File: src/rtl/pattern_det_pkg.sv
// Purpose : shared constants and types for the serial pattern detector.
// Latency : n/a (package only).
// Backpressure: n/a (package only).
package pattern_det_pkg;

    // Legal pattern lengths; a 1-bit pattern is a plain equality test and
    // anything past 32 bits no longer fits the history compare cheaply.
    localparam int PAT_W_MIN = 2;
    localparam int PAT_W_MAX = 32;

    // Default width of the saturating match counter.
    localparam int CNT_W_DEF = 8;

    // Per-bit control state: FILLING until PAT_W bits of the current window
    // have been collected, ARMED once every new bit can complete a match.
    typedef enum logic {
        FILLING = 1'b0,
        ARMED   = 1'b1
    } fill_state_e;

    // Bits needed to hold a fill count in the range 0..pat_w inclusive.
    function automatic int fill_width(input int pat_w);
        return $clog2(pat_w + 1);
    endfunction

endpackage : pattern_det_pkg

File: src/rtl/sat_counter.sv
// Purpose : unsigned up-counter that sticks at all-ones; clear beats increment.
// Latency : cnt/sat update on the clock edge that samples inc/clr.
// Backpressure: none; inc is ignored while saturated, never wraps.
//
// Ports:
//   clk, rst_n : clock, asynchronous active-low reset
//   inc        : count one event this cycle
//   clr        : synchronous clear, wins over inc
//   cnt        : current count
//   sat        : high while cnt is all-ones
module sat_counter #(
    parameter int W = 8
) (
    input  logic         clk,
    input  logic         rst_n,
    input  logic         inc,
    input  logic         clr,
    output logic [W-1:0] cnt,
    output logic         sat
);

    logic [W-1:0] cnt_q;
    logic [W-1:0] cnt_d;
    logic         full;

    assign full = &cnt_q;

    always_comb begin
        cnt_d = cnt_q;
        if (clr) begin
            cnt_d = '0;
        end else if (inc && !full) begin
            cnt_d = cnt_q + 1'b1;
        end
    end

    always_ff @(posedge clk or negedge rst_n) begin
        if (!rst_n) begin
            cnt_q <= '0;
        end else begin
            cnt_q <= cnt_d;
        end
    end

    assign cnt = cnt_q;
    assign sat = full;

endmodule : sat_counter

File: src/rtl/seq_pattern_detector.sv
// Purpose : serial bit-pattern detector with reloadable pattern, overlap
//           control, bit-valid qualifier and saturating match counter.
// Latency : match/match_cnt update on the edge that samples the final
//           pattern bit (registered, no combinational x->match path).
// Backpressure: none; en qualifies bits, en=0 simply holds state.
//
// Ports:
//   clk, rst_n : clock, asynchronous active-low reset
//   en, x      : bit-valid and serial data bit
//   overlap    : 1 = matches may share bits, 0 = a match consumes its bits
//   pat_load   : load pat_in as the new pattern (drops any bit this cycle)
//   pat_in     : new pattern, MSB compared with the oldest bit
//   clr_cnt    : clear match_cnt (wins over a same-cycle hit)
//   match      : one-cycle strobe per hit
//   match_cnt  : saturating hit count
//   cnt_sat    : match_cnt is all-ones
module seq_pattern_detector
    import pattern_det_pkg::*;
#(
    parameter int               PAT_W   = 3,
    parameter logic [PAT_W-1:0] PATTERN = 3'b101,
    parameter int               CNT_W   = CNT_W_DEF
) (
    input  logic             clk,
    input  logic             rst_n,
    input  logic             en,
    input  logic             x,
    input  logic             overlap,
    input  logic             pat_load,
    input  logic [PAT_W-1:0] pat_in,
    input  logic             clr_cnt,
    output logic             match,
    output logic [CNT_W-1:0] match_cnt,
    output logic             cnt_sat
);

    if (PAT_W < PAT_W_MIN || PAT_W > PAT_W_MAX) begin : g_bad_pat_w
        $error("seq_pattern_detector: PAT_W=%0d outside legal range %0d..%0d",
               PAT_W, PAT_W_MIN, PAT_W_MAX);
    end

    if (CNT_W < 1) begin : g_bad_cnt_w
        $error("seq_pattern_detector: CNT_W=%0d must be at least 1", CNT_W);
    end

    localparam int                FILL_W    = fill_width(PAT_W);
    localparam logic [FILL_W-1:0] FILL_FULL = FILL_W'(PAT_W);

    // ------------------------------------------------------------------
    // State
    // ------------------------------------------------------------------
    logic [PAT_W-1:0]  hist_q, hist_d;
    logic [FILL_W-1:0] fill_q, fill_d;
    logic [PAT_W-1:0]  pat_q,  pat_d;
    logic              match_q, match_d;
    fill_state_e       state_q, state_d;

    // Candidate values for an accepted bit.
    logic [PAT_W-1:0]  hist_shift;
    logic [FILL_W-1:0] fill_inc;
    logic              hit;

    // ------------------------------------------------------------------
    // Next-state logic
    // ------------------------------------------------------------------
    always_comb begin
        hist_d  = hist_q;
        fill_d  = fill_q;
        pat_d   = pat_q;
        match_d = 1'b0;
        hit     = 1'b0;

        // Newest bit enters at the LSB; the cast drops the oldest bit so the
        // MSB of the window lines up with the MSB of the pattern.
        hist_shift = PAT_W'({hist_q, x});

        // Once ARMED the window is already full, so fill just stays put.
        fill_inc = (state_q == ARMED) ? FILL_FULL : (fill_q + 1'b1);

        if (pat_load) begin
            // A new pattern invalidates whatever is in the window; the bit
            // on x this cycle is deliberately discarded.
            pat_d  = pat_in;
            fill_d = '0;
        end else if (en) begin
            hist_d  = hist_shift;
            hit     = (fill_inc == FILL_FULL) && (hist_shift == pat_q);
            match_d = hit;
            // Non-overlap: restart filling so the next match needs a full
            // set of fresh bits. hist keeps its stale contents; fill masks
            // them until they have all been shifted out.
            if (hit && !overlap) begin
                fill_d = '0;
            end else begin
                fill_d = fill_inc;
            end
        end

        state_d = (fill_d == FILL_FULL) ? ARMED : FILLING;
    end

    // ------------------------------------------------------------------
    // Registers
    // ------------------------------------------------------------------
    always_ff @(posedge clk or negedge rst_n) begin
        if (!rst_n) begin
            hist_q  <= '0;
            fill_q  <= '0;
            pat_q   <= PATTERN;
            match_q <= 1'b0;
            state_q <= FILLING;
        end else begin
            hist_q  <= hist_d;
            fill_q  <= fill_d;
            pat_q   <= pat_d;
            match_q <= match_d;
            state_q <= state_d;
        end
    end

    // ------------------------------------------------------------------
    // Match counter
    // ------------------------------------------------------------------
    sat_counter #(
        .W (CNT_W)
    ) u_match_cnt (
        .clk   (clk),
        .rst_n (rst_n),
        .inc   (hit),
        .clr   (clr_cnt),
        .cnt   (match_cnt),
        .sat   (cnt_sat)
    );

    assign match = match_q;

endmodule : seq_pattern_detector

File: config.mk
export PLATFORM = sky130hd
export DESIGN_NAME = seq_pattern_detector
export DESIGN_NICKNAME = d
export VERILOG_FILES = /design/src/rtl/pattern_det_pkg.sv /design/src/rtl/sat_counter.sv /design/src/rtl/seq_pattern_detector.sv
export SDC_FILE = /design/constraint.sdc
export NUM_CORES = 1
export LEC_CHECK = 0
export ABC_AREA = 0
export BUFFER_PORTS_ARGS = -buffer_cell sky130_fd_sc_hd__buf_2
export CAP_MARGIN = 20
export CORE_MARGIN = 2
export CORE_UTILIZATION = 40
export CTS_CLUSTER_SIZE = 14
export DETAILED_ROUTE_END_ITERATION = 8
export GPL_TIMING_DRIVEN = 0
export PLACE_DENSITY_LB_ADDON = 0.25
export SYNTH_ARGS = -nofsm -noshare
export SYNTH_HDL_FRONTEND = slang
export SYNTH_SLANG_ARGS = --single-unit
File: constraint.sdc
create_clock -name clk -period 2.6 [get_ports clk]
set_input_delay 0.39 -clock clk [delete_from_list [all_inputs] [get_ports clk]]
set_output_delay 0.39 -clock clk [all_outputs]
set_load 0.05 [all_outputs]
==> summary.txt <==
CTS
  • Reg clk slew, reported paths: 0.10 ns
  • CTS H-tree lvls: 1
  • CTS buffer count: 3
  • Post-CTS sizing: 0
  • Max Buffers Root-to-Sink: 2
  • CTS tree: built
  • Clock latency on the worst-skew pair: 0.28 ns
  • Clk sinks: 17
  • # hold bufs at CTS: 0
  • Root Driver: clkbuf_4
  • Post-CTS setup buffers: 0

Detailed routing
  • WL per Instance: 12.6 um
  • DRC viols: 0
  • Routed via count: 730
  • First DRT Iteration DRCs: 3
  • Final WL: 1760 um
  • Initial DRT Pass Iterations: 3
  • Vias per cell: 5.25
  • Routed Antenna Nets: 0

Worst setup path
  • Worst Setup EP: cnt_sat
  • R2r startpoint: pat_q[2]
  • WP depth: 4
  • Critical-path cell list: ha_1, nand3_1, nor2_2, buf_2
  • Worst path slowest cell: dfrtp_1
  • Critical path class: reg2out
  • Arr. time, crit path: 1.61 ns
  • Critical path buffers and inverters: 1
  • R2R setup slack: 0.82 ns
  • Worst Setup SP: u_match_cnt.cnt[0]
  • CP delay by family, top: flip-flops
  • CP endpoint kind: primary output
  • R2R cell count: 5
  • Reg-to-Reg End: u_match_cnt.cnt[4]
  • CP Launch Type: flip-flop
  • Crit-path max FO: 5
  • Max incr delay on CP: 0.41 ns
  • Required time of the worst setup path: 2.21 ns

Synthesis
  • Post-synth ARST share: 1.00
  • Post-synth cell types: 34
  • Largest area contributor in the netlist: dfrtp_1
  • Sequential share of the synthesized area: 0.443
  • EDFF count, synth: 0
  • Synth Instances: 89
  • Top cell type's share of synthesized area: 0.389
  • Syn nets: 100
  • Syn_area_per_cell: 10.9 um^2
  • Top FF cell, synth: dfrtp_1
  • Cell area after synthesis: 966 um^2
  • Post-synthesis register bit count: 17
  • Synth warn: 0
  • Top cells by area, synth: dfrtp_1 (39%), mux2_1 (5.8%), mux2_2 (5.8%), dfstp_2 (5.4%), xnor2_2 (5.1%)

Layout
  • Area Overhead vs Synth: 15.7%
  • Commonest non-fill, non-tap cells in the layout: buf_2 (21), dfrtp_1 (15), nor2_1 (7)
  • Commonest non-fill, non-tap cell in the layout: buf_2
  • N_diodes: 0
  • Layout cells sized above 1: 0.360
  • Fin area: 1120 um^2
  • Nets: 123
  • Fin cells: 139
  • # fillers: 236

Place
  • Placed instance count: 135
  • Dpl hpwl: 1360 um
  • Final GP Congestion: 0.743
  • Port Buf Inserts: 18
  • Placed instance area: 1090 um^2

Timing
  • FMAX: 501 MHz
  • Unrepaired setup endpoints after global routing: false
  • Slew Viols, Final: 0
  • Setup TNS Final: 0 ns
  • Final Hold Viols: 0
  • Setup violators final: 0
  • Max_slew headroom: 0.738
  • Worst clock skew: 0.00249 ns
  • Final worst path period share: 0.768
  • Worst Tran Pin Value: 0.393 ns
  • Final min period: 2.00 ns

Floorplan
  • # rows: 17
  • Initial Utilization: 0.428
  • Height of the die: 53.1 um
  • IO Pins: 20
  • Full die area: 2820 um^2
  • Core Region: 2250 um^2
  • Die Width: 53.1 um

Pwr
  • Lkg Pwr: 0.496 nW
  • Worst vdd ir: 0.293 mV
  • Power Dens Cells: 448 nW/um^2

Global routing
  • First-pass GRT wire length: 3030 um
  • GRT Overall Usage: 0.148
  • Initial antenna violation count: 0
  • Largest net degree at the start of global routing: 18
  • Vias in the first global route: 687
  • GRT overflow: 0

Worst hold path
  • Hold crit path type: in2async

Flow run
  • Max-cap check violation count: 0

Outcome
  • Status: finished, final reports clean
## routing by layer
layer / up-vias / part of all wire / track usage
met1: 351 / 0.47 / 0.189
met2: 12 / 0.48 / 0.252
met5: - / 0 / 0
li1: 365 / - / -
met4: 0 / 0.0074 / 0.0385
met3: 2 / 0.043 / 0.0339
## registers in the layout (all words and copies together) (netlist names)
register         count
match                1
state_q              1
hist_q               2
u_match_cnt.cnt      8
fill_q               2
pat_q                3
## report_power, final
part	internal [W]	switching [W]	total, W
Sequential	0.000280	0.0000144	0.000295
Combinational	0.0000373	0.0000307	0.0000680
Clock	0.0000594	0.0000788	0.000138
Total	0.000377	0.000124	0.000501
## metrics by stage
| step | hold slack, ns | util | total power (W) | worst slack (ns) |
|---|---|---|---|---|
| after global placement | 0.330 | 0.484 | 0.000366 | 0.846 |
| after floorplan | 0.0944 | - | 0.000347 | 0.420 |
| after global routing | 0.0309 | 0.496 | 0.000527 | 0.491 |
| after detailed placement | 0.343 | 0.484 | 0.000370 | 0.819 |
| final | 0.0157 | 0.496 | 0.000501 | 0.602 |
| after CTS | 0.0266 | 0.496 | 0.000509 | 0.588 |
## synthesized netlist by cell type (2+ instances only)
master / n
a21oi_1: 5
buf_2: 3
dfrtp_1: 15
dfstp_2: 2
mux2_1: 5
mux2_2: 5
nand2_1: 2
nand2b_1: 4
nand3_1: 4
nor2_1: 7
nor2b_1: 5
nor3_1: 4
nor3b_1: 2
o21ai_0: 3
o21ai_1: 2
xnor2_2: 3
## final cells by class
class / instances / area [um^2] / area share
Buffer: 4 / 26.3 / 0.0235
Clock buffer: 4 / 26.3 / 0.0235
Inverter: 1 / 3.75 / 0.00336
Multi-Input combinational cell: 67 / 508 / 0.455
Sequential cell: 17 / 428 / 0.383
Tap cell: 28 / 35.0 / 0.0314
Timing Repair Buffer: 18 / 90.1 / 0.0806
## cells by family after synthesis
group | count (synthesis) | synth area share
AND/OR/NAND/NOR | 36 | 0.229
flip-flops | 17 | 0.443
AO/OA/AOI/OAI | 16 | 0.106
multiplexers | 11 | 0.127
buffers and inverters | 5 | 0.0311
XOR/XNOR | 3 | 0.0505
adder cells (fa/ha/maj) | 1 | 0.0130
## worst min-delay path by stage
stage / start / to / slack (ns)
floorplan: rst_n / fill_q[0] / 0.09
global placement: rst_n / u_match_cnt.cnt[5] / 0.33
detailed placement: rst_n / u_match_cnt.cnt[7] / 0.34
CTS: rst_n / u_match_cnt.cnt[7] / 0.03
global route: rst_n / u_match_cnt.cnt[5] / 0.03
finish: rst_n / u_match_cnt.cnt[5] / 0.02
No activity file was read; power rests on OpenSTA's default activity.
